### config.mk
export PLATFORM = sky130hd
export DESIGN_NAME = uart_receiver_flat
export DESIGN_NICKNAME = d
export VERILOG_FILES = /design/src/rtl/uart_receiver_if.sv /design/src/rtl/uart_receiver.sv /design/src/flat_wrapper.sv
export SDC_FILE = /design/constraint.sdc
export NUM_CORES = 1
export LEC_CHECK = 0
export ABC_AREA = 1
export BUFFER_PORTS_ARGS = -buffer_cell sky130_fd_sc_hd__buf_2
export CORE_UTILIZATION = 35
export DETAILED_ROUTE_END_ITERATION = 8
export GPL_ROUTABILITY_DRIVEN = 0
export SLEW_MARGIN = 15
export SYNTH_ARGS = -nofsm -noshare
export SYNTH_HDL_FRONTEND = slang
export SYNTH_SLANG_ARGS = --single-unit
### constraint.sdc
create_clock -name clk -period 1.6 [get_ports clk]
set_input_delay 0.16 -clock clk [delete_from_list [all_inputs] [get_ports clk]]
set_output_delay 0.16 -clock clk [all_outputs]
set_load 0.005 [all_outputs]
### src/rtl/uart_receiver_if.sv
// Receiver-side bundle: oversample tick and serial line in, received word and status pulses out.
interface uart_receiver_if #(
  parameter int DATA_BITS = 8
);
  logic                 enable;
  logic                 rxDataIn;
  logic [DATA_BITS-1:0] rxDataOut;
  logic                 rxValid;
  logic                 rxBusy;
  logic                 framingError;

  modport master (
    output enable,
    output rxDataIn,
    input  rxDataOut,
    input  rxValid,
    input  rxBusy,
    input  framingError
  );

  modport slave (
    input  enable,
    input  rxDataIn,
    output rxDataOut,
    output rxValid,
    output rxBusy,
    output framingError
  );
endinterface

### src/rtl/uart_receiver.sv
// Oversampling UART receiver: 2-flop line sync, mid-bit sampling, LSB-first word assembly,
// one-cycle valid / framing-error pulses, and a break state that waits for the line to recover.
module uart_receiver #(
  parameter int DATA_BITS  = 8,
  parameter int OVERSAMPLE = 16
) (
  input  logic           clk,
  input  logic           reset,
  uart_receiver_if.slave rx
);
  localparam int CNT_W = $clog2(OVERSAMPLE);
  localparam int IDX_W = $clog2(DATA_BITS) + 1;
  localparam logic [CNT_W-1:0] MID_START = CNT_W'(OVERSAMPLE / 2 - 1);
  localparam logic [CNT_W-1:0] FULL_BIT  = CNT_W'(OVERSAMPLE - 1);
  localparam logic [IDX_W-1:0] LAST_IDX  = IDX_W'(DATA_BITS - 1);

  typedef enum logic [2:0] {
    IDLE  = 3'd0,
    START = 3'd1,
    DATA  = 3'd2,
    STOP  = 3'd3,
    BRK   = 3'd4
  } state_t;

  state_t               state_q;
  logic                 sync1_q;
  logic                 rxs_q;
  logic [CNT_W-1:0]     cnt_q;
  logic [IDX_W-1:0]     bit_idx_q;
  logic [DATA_BITS-1:0] shift_q;
  logic [DATA_BITS-1:0] shift_d;
  logic [DATA_BITS-1:0] bit_mask_s;
  logic [DATA_BITS-1:0] data_q;
  logic                 valid_q;
  logic                 busy_q;
  logic                 ferr_q;

  // Overwrite only the bit selected by the current index with the synchronized line value.
  always_comb begin
    bit_mask_s = DATA_BITS'(1'b1) << bit_idx_q;
    if (rxs_q) begin
      shift_d = shift_q | bit_mask_s;
    end else begin
      shift_d = shift_q & ~bit_mask_s;
    end
  end

  // Line synchronizer, frame FSM and registered outputs; pulses self-clear every clk.
  always_ff @(posedge clk or negedge reset) begin
    if (!reset) begin
      state_q   <= IDLE;
      sync1_q   <= 1'b1;
      rxs_q     <= 1'b1;
      cnt_q     <= {CNT_W{1'b0}};
      bit_idx_q <= {IDX_W{1'b0}};
      shift_q   <= {DATA_BITS{1'b0}};
      data_q    <= {DATA_BITS{1'b0}};
      valid_q   <= 1'b0;
      busy_q    <= 1'b0;
      ferr_q    <= 1'b0;
    end else begin
      sync1_q <= rx.rxDataIn;
      rxs_q   <= sync1_q;
      valid_q <= 1'b0;
      ferr_q  <= 1'b0;
      if (rx.enable) begin
        case (state_q)
          IDLE: begin
            if (!rxs_q) begin
              state_q <= START;
              cnt_q   <= {CNT_W{1'b0}};
              busy_q  <= 1'b1;
            end
          end
          START: begin
            if (cnt_q == MID_START) begin
              if (rxs_q) begin
                state_q <= IDLE;
                busy_q  <= 1'b0;
              end else begin
                state_q   <= DATA;
                cnt_q     <= {CNT_W{1'b0}};
                bit_idx_q <= {IDX_W{1'b0}};
              end
            end else begin
              cnt_q <= cnt_q + CNT_W'(1);
            end
          end
          DATA: begin
            if (cnt_q == FULL_BIT) begin
              shift_q <= shift_d;
              cnt_q   <= {CNT_W{1'b0}};
              if (bit_idx_q == LAST_IDX) begin
                state_q <= STOP;
              end else begin
                bit_idx_q <= bit_idx_q + IDX_W'(1);
              end
            end else begin
              cnt_q <= cnt_q + CNT_W'(1);
            end
          end
          STOP: begin
            if (cnt_q == FULL_BIT) begin
              cnt_q <= {CNT_W{1'b0}};
              if (rxs_q) begin
                data_q  <= shift_q;
                valid_q <= 1'b1;
                state_q <= IDLE;
                busy_q  <= 1'b0;
              end else begin
                ferr_q  <= 1'b1;
                state_q <= BRK;
              end
            end else begin
              cnt_q <= cnt_q + CNT_W'(1);
            end
          end
          // A held-low line must go high before a new start can be recognised.
          BRK: begin
            if (rxs_q) begin
              state_q <= IDLE;
              busy_q  <= 1'b0;
            end
          end
          default: begin
            state_q <= IDLE;
            busy_q  <= 1'b0;
          end
        endcase
      end
    end
  end

  assign rx.rxDataOut    = data_q;
  assign rx.rxValid      = valid_q;
  assign rx.rxBusy       = busy_q;
  assign rx.framingError = ferr_q;
endmodule

### src/flat_wrapper.sv
// flat-port wrapper written by rule: the top's interface ports become plain ports
module uart_receiver_flat 
#(
  parameter int DATA_BITS  = 8,
  parameter int OVERSAMPLE = 16
)
  (clk, reset, rx_enable, rx_rxDataIn, rx_rxDataOut, rx_rxValid, rx_rxBusy, rx_framingError);
  uart_receiver_if #(.DATA_BITS(DATA_BITS)) rx_i ();
  input  logic clk;
  input  logic reset;
  input wire logic [$bits(rx_i.enable)-1:0] rx_enable;
  input wire logic [$bits(rx_i.rxDataIn)-1:0] rx_rxDataIn;
  output wire logic [$bits(rx_i.rxDataOut)-1:0] rx_rxDataOut;
  output wire logic [$bits(rx_i.rxValid)-1:0] rx_rxValid;
  output wire logic [$bits(rx_i.rxBusy)-1:0] rx_rxBusy;
  output wire logic [$bits(rx_i.framingError)-1:0] rx_framingError;
  assign rx_i.enable = rx_enable;
  assign rx_i.rxDataIn = rx_rxDataIn;
  assign rx_rxDataOut = rx_i.rxDataOut;
  assign rx_rxValid = rx_i.rxValid;
  assign rx_rxBusy = rx_i.rxBusy;
  assign rx_framingError = rx_i.framingError;
  uart_receiver #(.DATA_BITS(DATA_BITS), .OVERSAMPLE(OVERSAMPLE)) u_core (.clk(clk), .reset(reset), .rx(rx_i));
endmodule
==> metrics.md <==
| Metric | Value |
|---|---|
| Outcome | finished clean |
| Drt pass-1 iters | 4 |
| Setup TNS | 0 ns |
| Post-synthesis compound-gate area fraction | under 10% |
| Post-DR vias/cell | 4.61 |
| Share of the synthesized area in the top cell type | 43.6% |
| RSZ-0062 raised after global routing | no |
| Ranking of synthesized cells by area | dfrtp_1 44%, nand2_1 19%, nand3_1 5.5% |
| Post-synthesis sequential area ratio | 46.7% |
| Final period utilization | 89.3% |
| Max-Cap Viols | 0 |
| Max FO, Critical Path | 8 |
| Num ports | 15 |
| Area Growth Syn to Fin | 20.7% |
| Number of synthesized register bits | 32 |
| Htree depth | 2 |
| Largest net degree at the start of global routing | 33 |
| Leakage power | 0.00109 µW |
| Hpwl dp | 2.44 mm |
| Startpoint Class | flip-flop |
| CP endpoint kind | flip-flop |
| Layout Nets | 263 |
| VDD IR max | 0.000589 V |
| Max Clock Skew | 0.00961 ns |
| HP Class | input port to flip-flop |
| Area occupied by registers | a little over 800 µm² |
| Final ANT Viol Nets | 0 |
| Worst hold path depth | 4 |
| Port Buffers | 14 |
| EDFF count, synth | 0 |
| Critical path class | flip-flop to flip-flop |
| Starting Density | 36.5% |
| Netlist cell types | 25 |
| Syn nets | between 200 and 250 |
| Tmin final | ~1.4 ns |
| Critical path arrival | 1.59 ns |
| Critical path's top delay family | simple AND/OR/NAND/NOR gates |
| CTS tree | built |
| DRT iter0 DRCs | 100 |
| FP Rows | 25 |
| Max_slew headroom | 52.0% |
| Root Driver | clkbuf_8 |
| Post-Synth Adder-Cell Area | under 10% |
| Setup Viol. Count Final | 0 |
| DIE WIDTH | roughly 72 µm |
| Worst-Skew Late Latency | approximately 0.28 ns |
| Worst-Margin Slew | 0.720 ns |
| Synthesized area per cell | 7.65 µm² |
| Global route overflow | 0 |
| First-pass GRT wire length | 6.24 mm |
| Final wirelength | around 3.5 mm |
| Via count | 1,475 |
| Post-DR wirelength/cell | 10.8 µm |
| CTS sink cnt | 32 |
| Clock-pin slew on the worst setup and hold paths | roughly 0.07 ns |
| Die area | 0.00520 mm² |
| Yosys warning total | 0 |
| Worst-case clock buffer depth | 2 |
| Most frequent cells after synthesis | 89 x nand2_1, 30 x dfrtp_1, 20 x inv_1 |
| Crit-path slowest cell | dfrtp_2 |
| Overall Global Routing Usage | 15.6% |
| Inst Count DP | roughly 300 |
| Total CTS buffers | 5 |
| Worst EP required | 1.76 ns |
| Number of global-route vias before repair | 1,407 |
| Filler cells | 483 |
| Depth of the most critical reg-to-reg path | 7 |
| Tot Pwr | 2670 µW |
| Core area | 0.00472 mm² |
| PD cells | approximately 1300 mW/mm² |
| CP max stage delay | 0.48 ns |
| Hold Slack | 0.266 ns |
| Leading cell type by number of instances after synthesis | nand2_1 |
| Final non-filler cell total | 320 |
| Initial antenna violation count | 0 |
| DRC Markers | 0 |
| Async S/R FF share, synth | between 90% and 100% |
| Final instance area | just over 0.002 mm² |
| Largest family of logic cells by synthesized area | simple AND/OR/NAND/NOR gates |
| Crit-path cells | nor2_4, nand2_2, nor3_4, buf_4, nand3_2, nand2_1, o21ai_1 |
| Fmax | 700 MHz |
| Layout cells sized above 1 | roughly 21% |
| Area of the multi-input gates | approximately 850 µm² |
| Post-Syn Instances | 225 |
| Mux cell area share after synthesis | 0% |
| Top_reg_cell synth | dfrtp_1 |
| Final Hold Vio Count | 0 |
| Area leader, netlist | dfrtp_1 |
| Final Slew Violations | 0 |
| Cell area after synthesis | between 0.0015 and 0.002 mm² |
| DP Area | 0.00191 mm² |
| # diodes | 0 |
| XOR/XNOR Fraction of Synth Area | 0% |
| Synth Area in Simple Gates | 37.4% |
| Crit path depth | 7 |
| Die height | 72.1 µm |
| Buf/Inv on CP | 1 |
## cells by family after synthesis
family / after synthesis
and+or+nand+nor: 144
buffers and inverters: 26
adders and majority gates: 7
DFF: 32
AOI/OAI and AO/OA: 16
## tightest hold or removal path, delay by kind of cell
family / cells / cell delay, ns
buf+inv: 1 / 0.13
simple gates: 3 / 0.23
## final timing paths
| kind | start | to | slack (ns) |
|---|---|---|---|
| setup / recovery | u_core.state_q[2]$_DFFE_PN0P_ | flip-flop | 0.17 |
| hold / removal | rx_enable | u_core.cnt_q[0]$_DFFE_PN0P_ | 0.27 |
| setup reg to reg | u_core.state_q[2]$_DFFE_PN0P_ | flip-flop | 0.17 |
| hold reg to reg | u_core.sync1_q$_DFF_PN1_ | u_core.rxs_q$_DFF_PN1_ | 0.36 |
| max in group asynchronous | reset | u_core.state_q[0]$_DFFE_PN0P_ | 0.62 |
| min in group asynchronous | reset | asynchronous set/reset pin | 0.47 |
## what timing repair did
item	CTS	global route
setup endpoints to repair	0	22
endpoints found under the hold margin	31	0
setup buffers	0	1
hold buffers	2	0
resized for setup	0	10
## layout make-up
type                       count  area share [%]
tap                           67            4.03
clock buffer                   6            3.49
inverter                      22            4.03
multi-input combinational    167            40.7
sequential                    32            38.8
clock inverter                 2            1.69
timing repair buffer          24            7.22
## through the flow
| stage | util [%] | setup WS, ns |
|---|---|---|
| 3_3_place_gp | 40.4 | 0.0754 |
| 4_1_cts | 43.1 | 0.0420 |
| 2_1_floorplan | - | 0.177 |
| 5_1_grt | 44.0 | 0.0296 |
| 6_report | 44.0 | 0.171 |
| 3_5_place_dp | 40.4 | 0.0713 |
## layer usage
metal / share of wire [%] / track usage [%] / up-vias
li1: - / - / 769
met1: 48 / 19.3 / 669
met2: 47 / 26.0 / 33
met3: 4.3 / 5.00 / 4
met4: 1.2 / 4.58 / 0
met5: 0 / 0 / -
## power breakdown
| group | internal (µW) | switching [µW] | leakage [µW] |
|---|---|---|---|
| registers | 917 | 135 | 0.000427 |
| clock network | 462 | 296 | 0.0000552 |
| logic | 311 | 549 | 0.000604 |
| total | 1690 | 980 | 0.00109 |
## placed cells by master (no fill, tap or decap)
master	instances
or2_2	1
ha_1	6
dfstp_2	2
buf_2	14
nand4_1	4
a21oi_1	3
nor2_1	13
dlygate4sd3_1	2
o21ai_0	4
nand3_2	4
nand2_1	88
nand3b_1	1
buf_4	8
clkbuf_1	1
inv_1	20
nand2_2	2
clkinv_2	2
nand3_1	16
ha_2	1
nand3_4	2
nor3_4	1
o21ai_1	8
bufinv_16	1
inv_2	1
dfrtp_1	27
dfrtp_2	3
nor3_1	7
nor2_2	4
clkbuf_8	5
o21bai_1	1
nor2_4	1
(Power assumes the default switching activity.)
